File: src/rtl/mem_reader_of_verifla_pkg.sv
// Shared constants, helpers and FSM encoding for the VeriFLA capture-memory readout path.
// Default memory geometry matches config_verifla.v.
package mem_reader_of_verifla_pkg;

  localparam int DFLT_ADDRESS_BITS = 4;
  localparam int DFLT_WORDLEN_BITS = 16;
  localparam int DFLT_LAST_ADDR    = 15;

  function automatic int word_bytes(input int wordlen_bits);
    return (wordlen_bits + 7) / 8;
  endfunction

  localparam int WORD_BYTES = word_bytes(DFLT_WORDLEN_BITS);

  // Byte-index width; never zero so single-byte words still get a legal vector.
  function automatic int idx_bits(input int n);
    return (n > 1) ? $clog2(n) : 1;
  endfunction

  typedef enum logic [2:0] {
    ST_IDLE,
    ST_ADDR,
    ST_WAIT,
    ST_LOAD,
    ST_SEND,
    ST_DONE
  } state_e;

endpackage

File: src/rtl/mem_reader_of_verifla_if.sv
// Bundle between the readout sequencer and its environment: capture-memory read port,
// start/status handshake and the valid/ready byte stream toward the UART transmitter.
interface mem_reader_of_verifla_if
  import mem_reader_of_verifla_pkg::*;
#(
  parameter int ADDR_W = DFLT_ADDRESS_BITS,
  parameter int WORD_W = DFLT_WORDLEN_BITS
) ();

  logic              start;
  logic [ADDR_W-1:0] start_addr;
  logic [ADDR_W-1:0] addrb;
  logic [WORD_W-1:0] doutb;
  logic [7:0]        out_byte;
  logic              out_valid;
  logic              out_ready;
  logic              busy;
  logic              done;

  modport slave (
    input  start, start_addr, doutb, out_ready,
    output addrb, out_byte, out_valid, busy, done
  );

  modport master (
    output start, start_addr, doutb, out_ready,
    input  addrb, out_byte, out_valid, busy, done
  );

endinterface

File: src/rtl/mem_reader_of_verifla_serializer.sv
// Parallel-load shift register that emits one captured word as bytes, MSB first,
// on a valid/ready stream. Unused high bits of a partial top byte read as zero.
module word_serializer_of_verifla
  import mem_reader_of_verifla_pkg::*;
#(
  parameter int WORD_W  = DFLT_WORDLEN_BITS,
  parameter int N_BYTES = WORD_BYTES
) (
  input  logic              clk,
  input  logic              rst,
  input  logic              load_i,
  input  logic [WORD_W-1:0] word_i,
  input  logic              ready_i,
  output logic [7:0]        byte_o,
  output logic              valid_o,
  output logic              word_done_o
);

  localparam int SH_W  = N_BYTES * 8;
  localparam int IDX_W = idx_bits(N_BYTES);

  logic [SH_W-1:0]  sh_q, sh_d;
  logic [IDX_W-1:0] idx_q, idx_d;
  logic             valid_q, valid_d;
  logic             xfer;

  assign xfer = valid_q & ready_i;

  always_comb begin
    sh_d    = sh_q;
    idx_d   = idx_q;
    valid_d = valid_q;
    if (load_i) begin
      sh_d    = SH_W'(word_i);
      idx_d   = IDX_W'(N_BYTES - 1);
      valid_d = 1'b1;
    end else if (xfer) begin
      // Byte 0 going out ends the word; the register keeps its value so out_byte stays put.
      if (idx_q == '0) begin
        valid_d = 1'b0;
      end else begin
        sh_d  = sh_q << 8;
        idx_d = idx_q - 1'b1;
      end
    end
  end

  always_ff @(posedge clk) begin
    if (rst) begin
      sh_q    <= '0;
      idx_q   <= '0;
      valid_q <= 1'b0;
    end else begin
      sh_q    <= sh_d;
      idx_q   <= idx_d;
      valid_q <= valid_d;
    end
  end

  assign byte_o      = sh_q[SH_W-1 -: 8];
  assign valid_o     = valid_q;
  assign word_done_o = xfer && (idx_q == '0);

endmodule

File: src/rtl/mem_reader_of_verifla.sv
// Readout sequencer: walks the circular capture memory once from start_addr and streams
// every word out MSB byte first, then pulses done.
module mem_reader_of_verifla
  import mem_reader_of_verifla_pkg::*;
#(
  parameter int LA_MEM_ADDRESS_BITS = DFLT_ADDRESS_BITS,
  parameter int LA_MEM_WORDLEN_BITS = DFLT_WORDLEN_BITS,
  parameter int LA_MEM_LAST_ADDR    = DFLT_LAST_ADDR
) (
  input  logic                   clk,
  input  logic                   rst,
  mem_reader_of_verifla_if.slave bus
);

  localparam int NBYTES = word_bytes(LA_MEM_WORDLEN_BITS);
  localparam int DEPTH  = LA_MEM_LAST_ADDR + 1;
  localparam int AW     = LA_MEM_ADDRESS_BITS;
  localparam int CNT_W  = LA_MEM_ADDRESS_BITS + 1;

  localparam logic [AW-1:0]    LAST_A  = AW'(LA_MEM_LAST_ADDR);
  localparam logic [CNT_W-1:0] DEPTH_C = CNT_W'(DEPTH);

  state_e           state_q;
  logic [AW-1:0]    addrb_q;
  logic [CNT_W-1:0] cnt_q;
  logic             busy_q;
  logic             done_q;

  logic             ser_load;
  logic             ser_word_done;
  logic             ser_valid;
  logic [7:0]       ser_byte;

  assign ser_load = (state_q == ST_LOAD);

  word_serializer_of_verifla #(
    .WORD_W  (LA_MEM_WORDLEN_BITS),
    .N_BYTES (NBYTES)
  ) u_ser (
    .clk         (clk),
    .rst         (rst),
    .load_i      (ser_load),
    .word_i      (bus.doutb),
    .ready_i     (bus.out_ready),
    .byte_o      (ser_byte),
    .valid_o     (ser_valid),
    .word_done_o (ser_word_done)
  );

  // IDLE already registers the first address, so the first word enters at WAIT;
  // ADDR only steps to the following word, giving a fixed 3-cycle gap between words.
  always_ff @(posedge clk) begin
    if (rst) begin
      state_q <= ST_IDLE;
      addrb_q <= '0;
      cnt_q   <= '0;
      busy_q  <= 1'b0;
      done_q  <= 1'b0;
    end else begin
      done_q <= 1'b0;
      case (state_q)
        ST_IDLE: begin
          if (bus.start) begin
            addrb_q <= bus.start_addr;
            cnt_q   <= DEPTH_C;
            busy_q  <= 1'b1;
            state_q <= ST_WAIT;
          end
        end
        ST_ADDR: begin
          addrb_q <= (addrb_q == LAST_A) ? '0 : addrb_q + 1'b1;
          state_q <= ST_WAIT;
        end
        ST_WAIT: state_q <= ST_LOAD;
        ST_LOAD: state_q <= ST_SEND;
        ST_SEND: begin
          if (ser_word_done) begin
            cnt_q <= cnt_q - 1'b1;
            if (cnt_q == CNT_W'(1)) begin
              busy_q  <= 1'b0;
              done_q  <= 1'b1;
              state_q <= ST_DONE;
            end else begin
              state_q <= ST_ADDR;
            end
          end
        end
        ST_DONE: state_q <= ST_IDLE;
        default: state_q <= ST_IDLE;
      endcase
    end
  end

  assign bus.addrb     = addrb_q;
  assign bus.out_byte  = ser_byte;
  assign bus.out_valid = ser_valid;
  assign bus.busy      = busy_q;
  assign bus.done      = done_q;

endmodule

File: src/flat_wrapper.sv
// flat-port wrapper written by rule: the top's interface ports become plain ports
module mem_reader_of_verifla_flat import mem_reader_of_verifla_pkg::*;
#(
  parameter int LA_MEM_ADDRESS_BITS = DFLT_ADDRESS_BITS,
  parameter int LA_MEM_WORDLEN_BITS = DFLT_WORDLEN_BITS,
  parameter int LA_MEM_LAST_ADDR    = DFLT_LAST_ADDR
)
  (clk, rst, bus_start, bus_start_addr, bus_doutb, bus_out_ready, bus_addrb, bus_out_byte, bus_out_valid, bus_busy, bus_done);
  mem_reader_of_verifla_if #(.ADDR_W((4)), .WORD_W((16))) bus_i ();
  input  logic clk;
  input  logic rst;
  input wire logic [$bits(bus_i.start)-1:0] bus_start;
  input wire logic [$bits(bus_i.start_addr)-1:0] bus_start_addr;
  input wire logic [$bits(bus_i.doutb)-1:0] bus_doutb;
  input wire logic [$bits(bus_i.out_ready)-1:0] bus_out_ready;
  output wire logic [$bits(bus_i.addrb)-1:0] bus_addrb;
  output wire logic [$bits(bus_i.out_byte)-1:0] bus_out_byte;
  output wire logic [$bits(bus_i.out_valid)-1:0] bus_out_valid;
  output wire logic [$bits(bus_i.busy)-1:0] bus_busy;
  output wire logic [$bits(bus_i.done)-1:0] bus_done;
  assign bus_i.start = bus_start;
  assign bus_i.start_addr = bus_start_addr;
  assign bus_i.doutb = bus_doutb;
  assign bus_i.out_ready = bus_out_ready;
  assign bus_addrb = bus_i.addrb;
  assign bus_out_byte = bus_i.out_byte;
  assign bus_out_valid = bus_i.out_valid;
  assign bus_busy = bus_i.busy;
  assign bus_done = bus_i.done;
  mem_reader_of_verifla #(.LA_MEM_ADDRESS_BITS(LA_MEM_ADDRESS_BITS), .LA_MEM_WORDLEN_BITS(LA_MEM_WORDLEN_BITS), .LA_MEM_LAST_ADDR(LA_MEM_LAST_ADDR)) u_core (.clk(clk), .rst(rst), .bus(bus_i));
endmodule
File: config.mk
export PLATFORM = sky130hd
export DESIGN_NAME = mem_reader_of_verifla_flat
export DESIGN_NICKNAME = d
export VERILOG_FILES = /design/src/rtl/mem_reader_of_verifla_pkg.sv /design/src/rtl/mem_reader_of_verifla_if.sv /design/src/rtl/mem_reader_of_verifla_serializer.sv /design/src/rtl/mem_reader_of_verifla.sv /design/src/flat_wrapper.sv
export SDC_FILE = /design/constraint.sdc
export NUM_CORES = 1
export LEC_CHECK = 0
export ABC_AREA = 1
export BUFFER_PORTS_ARGS = -buffer_cell sky130_fd_sc_hd__buf_2
export CORE_AREA = 10 10 85 87
export CTS_BUF_LIST = sky130_fd_sc_hd__clkbuf_4
export CTS_CLUSTER_DIAMETER = 200
export DETAILED_ROUTE_END_ITERATION = 16
export DIE_AREA = 0 0 95 97
export PLACE_DENSITY = 0.55
export SETUP_SLACK_MARGIN = 0.1
export SYNTH_ARGS = -nofsm -noshare
export SYNTH_HDL_FRONTEND = slang
export SYNTH_SLANG_ARGS = --single-unit
File: constraint.sdc
create_clock -name clk -period 2.55 [get_ports clk]
set_input_delay 0.255 -clock clk [delete_from_list [all_inputs] [get_ports clk]]
set_output_delay 0.255 -clock clk [all_outputs]
set_load 0.03 [all_outputs]
== After elaboration in Yosys (flattened, before gate mapping) ==
Index checks and enable logic that the tools add are counted.

* Latch bits: 0
* Word-level logic and storage cells: 62
* Bits in read-only memories: 0
* Bits in registers: 32
* Bits in writable memories: 0
* Memories kept: 0

* Div/mod/pow operators: 0
* Add/subtract/negate cells: 3
* Equality and inequality tests: 10
* $lt $le $gt $ge: 0
* Multipliers: 0
* Reduce and logical (&&, ||, !) cells: 13
* Bitwise logic cells: 4
* Shift operators: 0
* Mux-type cells: 24

{| class="wikitable"
|+ Operator list
! operator !! number
|-
| 2-to-1 mux 16 bit || 3
|-
| case mux 3 bit (5 select lines) || 1
|-
| 2-to-1 mux 1 bit || 10
|-
| 2-to-1 mux 5 bit || 2
|-
| case mux 5 bit (2 select lines) || 1
|-
| 2-to-1 mux 3 bit || 3
|-
| 2-to-1 mux 4 bit || 2
|-
| case mux 4 bit (2 select lines) || 1
|-
| AND reduction 2 bit || 4
|-
| nonzero test 2 bit || 4
|-
| equality test 3 x 2 -> 1 bit (second input constant) || 2
|-
| inequality test 2 x 1 -> 1 bit (second input constant) || 3
|-
| equality test 5 x 1 -> 1 bit (second input constant) || 1
|-
| subtractor 5 x 1 -> 5 bit (second input constant) || 1
|-
| adder 4 x 1 -> 4 bit (second input constant) || 1
|-
| equality test 4 bit (second input constant) || 1
|-
| AND reduction 4 bit || 1
|-
| equality test 3 x 1 -> 1 bit (second input constant) || 1
|-
| equality test 3 bit (second input constant) || 1
|-
| logical NOT 3 bit || 1
|-
| inverter 1 bit || 3
|-
| AND reduction 3 bit || 1
|-
| OR reduction 3 bit || 1
|-
| inequality test 2 bit (second input constant) || 1
|-
| 4 further kinds || 4
|}

== Longest topological paths before layout ==
* Depth in word-level cells: 4
* Gate-level depth with buffers: 9
* Mapped depth without buffers: 9

== Cells and area by module ==
Synthesis repeated with hierarchy kept, for this count alone.

* Cell total of the unflattened synthesis: 239
* Area total of the unflattened synthesis: 1726.7 µm²

{| class="wikitable"
|+ By module, submodules not included
! module !! cells each !! area each (µm²) !! sequential area each (µm²) !! times used
|-
| word_serializer_of_verifla || 121 || 909.6 || 360.3 || 1
|-
| mem_reader_of_verifla || 118 || 817.0 || 280.3 || 1
|}

== Worst setup path before layout ==
Ideal clock, no wire load.

* Path type: register to register
* Start point: reg u_core.u_ser.valid_q (netlist: u_core.u_ser.valid_o)
* End point: reg u_core.cnt_q[2]
* Clock period less this slack: 1302 ps
* Required time: 2480 ps
* Data arrival time: 1232 ps
* Setup slack: 1248 ps
* Buffers on the path: 0
* Cell stages (with the launch flop): 7
* Path through: dfxtp_1 -> nand3b_1 -> nand2_2 -> nand3_4 -> inv_2 -> nand2_1 -> a21oi_1

* Longest elaborated chain between the ends: 4

{| class="wikitable"
|+ RTL lines
! what !! line !! text
|-
| start: declaration || mem_reader_of_verifla_serializer.sv:24 || <nowiki>logic valid_q, valid_d;</nowiki>
|-
| start signal: assignment || mem_reader_of_verifla_serializer.sv:56 || <nowiki>valid_q <= valid_d;</nowiki>
|-
| AND 1 bit || mem_reader_of_verifla_serializer.sv:27 || <nowiki>assign xfer = valid_q & ready_i;</nowiki>
|-
| logical AND 1 bit || mem_reader_of_verifla_serializer.sv:62 || <nowiki>assign word_done_o = xfer && (idx_q == '0);</nowiki>
|-
| inequality test 2 x 1 -> 1 bit (no source line) || -- ||
|-
| AND reduction 3 bit (no source line) || -- ||
|-
| end signal: assignment || mem_reader_of_verifla.sv:78 || <nowiki>cnt_q <= cnt_q - 1'b1;</nowiki>
|-
| end: declaration || mem_reader_of_verifla.sv:25 || <nowiki>logic [CNT_W-1:0] cnt_q;</nowiki>
|}

Every way passes these cells.
A chain may end at the register's enable or synchronous reset.

== Worst setup path after layout ==
* Start point: reg u_core.state_q[0]
* End point: reg u_core.u_ser.sh_q[12]

* Longest elaborated chain between the ends: 3
* Elaborated cells between the ends (all ways): 5
* Those cells by class: eq/ne: 1; mux: 1; reduce/logical: 3

{| class="wikitable"
|+ RTL lines
! what !! line !! text
|-
| start: declaration || mem_reader_of_verifla.sv:23 || <nowiki>state_e state_q;</nowiki>
|-
| start signal: assignment || mem_reader_of_verifla.sv:54 || <nowiki>state_q <= ST_IDLE;</nowiki>
|-
| start signal: assignment || mem_reader_of_verifla.sv:67 || <nowiki>state_q <= ST_WAIT;</nowiki>
|-
| start signal: assignment || mem_reader_of_verifla.sv:72 || <nowiki>state_q <= ST_WAIT;</nowiki>
|-
| equality test 3 x 2 -> 1 bit (*) || mem_reader_of_verifla.sv:34 || <nowiki>assign ser_load = (state_q == ST_LOAD);</nowiki>
|-
| nonzero test 2 bit (no source line) || -- ||
|-
| AND reduction 2 bit (no source line) || -- ||
|-
| end signal: assignment || mem_reader_of_verifla_serializer.sv:50 || <nowiki>sh_q <= '0;</nowiki>
|-
| end signal: assignment || mem_reader_of_verifla_serializer.sv:54 || <nowiki>sh_q <= sh_d;</nowiki>
|-
| end: declaration || mem_reader_of_verifla_serializer.sv:22 || <nowiki>logic [SH_W-1:0] sh_q, sh_d;</nowiki>
|}

Mark *: on every way between the ends. The rest lies on a longest branch, timed or not.

==> reports/results.ini <==
[status]
status=finished, final reports clean

[synthesis]
seq_area_frac_synth_pct=39.6
yosys.area_share.xor_xnor_pct=0
synth_compound_area_share_pct=20.5
syn_area_um2=1620
ys_warn_count=0
synthAdderAreaFrac_pct=2.32
syn_inst=212
ys_ff_latch=32
synth_flop_cell=dfxtp_1
synthSimpleGateAreaFrac_pct=26.4
synth-edff-count=0
syn_avg_cell_area_um2=7.64
synthMuxAreaShare_pct=0
synth_nets=239
synth_cell_types=32
synthArstFlopShare_pct=0
synth_top_family_by_area=simple AND/OR/NAND/NOR gates

[worst_setup_path]
worstPathRequired_ns=2.84
path_buf_inv=1
crit_arrival_ns=1.77
worstPathCellList=nand2_2, nor2_4, inv_4, nand2_8, o21ai_0, a21oi_1
cp_top_family=simple AND/OR/NAND/NOR gates
endpoint_kind=flop
crit_path_max_fanout=17
path_depth=6
start_kind=flop
slowest_delay_ns=0.42
cpMaxStageDelayCell=dfxtp_1
reg2reg_depth=6
crit_type=flop to flop

[cts]
htree_levels=2
ctsResizeCount=0
cts_setup_buffers=0
cts_buffers=5
cts_tree=built
hold_buffers=0
cts.path.max_buffers=2
clock-sinks=32
cts_root_buf=clkbuf_4
clkTransAtPathRegs_ns=0.11
insertion_delay_ns=0.35

[global_route]
antenna_found_initial=0
grt_start_max_net_pins=20
use_met1_pct=9.93
grt_pass1_vias=1446
grt_usage_pct=8.64
top_usage_layer=met2
global_route.usage.met2_pct=13.3
met3_usage_pct=3.93
grt_first_pass_wirelength_um=6500
gr-total-overflow=0

[cells_and_area]
layout_commonest_cell=nand2_1
final_layout_size_suffix_gt1_share_pct=25.8
mostFrequentLayoutCells=nand2_1, buf_2, dfxtp_1
regArea_um2=641
multi_input_comb_area_um2=796
area_delta_synth_final_pct=15.5
n_antenna_cell=0
nets=270
fillerInstances=614

[timing]
setup_viol=0
clock_skew_ns=0.0134
maxSlewHeadroom_pct=71.2
finalHoldViolCount=0
fmax_mhz=672
tns_ns=0
rsz0062_at_grt=false
slew_violations=0
fin_crit_sh_pct=58.3
tightest_slew_ns=0.431
post-route-min-period_ns=1.49

[floorplan]
initial_core_util_pct=29.6
rows=27
fp.dieW_um=95
ioPinCount=39
die_h_um=97
die-area_um2=9220
coreArea_um2=5470

[placement]
hpwl_um=2870
gp_congestion=0.746
io_buffers=38

[detailed_routing]
vias=1433
vias_per_cell=4.53
drtIter0Drc=97
detailedRoute.firstPassIterationCount=4
drt-total-wl_um=3840
final_antenna_net_count=0
wl_per_cell_um=12.1
remaining_drc_errors=0

[power_and_ir_drop]
totalPowerFinal_mw=1.15
irDropWorstVdd_mv=0.219
power_leakage_nw=0.808
power_density_nw_per_um2=616

[hold_path]
holdPathStages=3
min_path_type=primary input to flop

[run]
max_cap_viol_count=0

cell type report:
cell class | instances | share of cell area, %
Clock buffer | 5 | 2.01
Clock inverter | 3 | 2.27
Inverter | 19 | 3.95
Multi-Input combinational cell | 147 | 42.5
Sequential cell | 32 | 34.2
Tap cell | 72 | 4.82
Timing Repair Buffer | 38 | 10.2
registers in the layout, indices dropped and copies added (netlist names):
| register | flops |
|---|---|
| u_core.bus.addrb | 4 |
| u_core.bus.busy | 1 |
| u_core.bus.done | 1 |
| u_core.cnt_q | 5 |
| u_core.state_q | 3 |
| u_core.u_ser.idx_q | 1 |
| u_core.u_ser.sh_q | 16 |
| u_core.u_ser.valid_o | 1 |
path summary, 6_finish.rpt:
| path | start | endpoint | slack (ns) |
|---|---|---|---|
| worst max register to register | u_core.state_q[0]$_SDFFE_PP0P_ | u_core.u_ser.sh_q[12]$_SDFFE_PP0P_ | 1.06 |
| worst max-delay path | u_core.state_q[0]$_SDFFE_PP0P_ | u_core.u_ser.sh_q[12]$_SDFFE_PP0P_ | 1.06 |
| worst min-delay path | bus_doutb[15] | u_core.u_ser.sh_q[15]$_SDFFE_PP0P_ | 0.14 |
| worst min register to register | u_core.u_ser.sh_q[7]$_SDFFE_PP0P_ | u_core.u_ser.sh_q[7]$_SDFFE_PP0P_ | 0.48 |
metal layers:
metal	share of wire, %	wire length (um)
met1	47	1790
met2	42	1610
met3	9.3	357
met4	2.0	75
met5	0	0
where the power goes:
part	switching [mW]	internal, mW	total (mW)
registers	0.0266	0.529	0.556
logic	0.133	0.0695	0.203
clock network	0.189	0.204	0.394
total	0.349	0.803	1.15
synth_stat cells, types with 2 or more instances:
master / instances / share of area (%)
nand3_4: 2 / 2.2
inv_1: 17 / 3.9
nor3_1: 2 / 0.62
buf_2: 2 / 0.62
o21ai_2: 2 / 1.1
dfxtp_1: 32 / 40
a21oi_2: 2 / 1.1
a211oi_1: 3 / 1.4
o21bai_1: 5 / 2.3
nand3b_1: 2 / 0.93
buf_4: 8 / 3.7
a211oi_2: 2 / 1.5
nand4_1: 2 / 0.77
o21ai_0: 15 / 4.6
nand2_1: 39 / 9.0
nor2_1: 20 / 4.6
a21oi_1: 25 / 7.7
nand2_2: 3 / 1.2
nand3_1: 14 / 4.3
ha_1: 3 / 2.3
worst register-to-register path, stage by stage, from the launching register on:
cell and delay, ns:
dfxtp_1 0.42, nand2_2 0.10, nor2_4 0.34, inv_4 0.17
nand2_8 0.16, o21ai_0 0.10, a21oi_1 0.14
cells by family after synthesis:
logic type | Yosys count
buffers and inverters | 33
adders and majority gates | 3
and+or+nand+nor | 88
AOI/OAI and AO/OA | 56
DFF | 32
per-stage QoR:
stage	worst slack [ns]	std cells	area [um2]	utilization, %	hold slack, ns
after floorplan	1.25	212	1620	-	0.395
after global placement	1.13	308	1790	32.7	0.453
after detailed placement	1.06	308	1790	32.7	0.468
after CTS	1.05	316	1870	34.2	0.131
after global routing	0.856	316	1870	34.2	0.152
final	1.06	316	1870	34.2	0.139
Note: power is estimated with default switching activity, not from simulation.
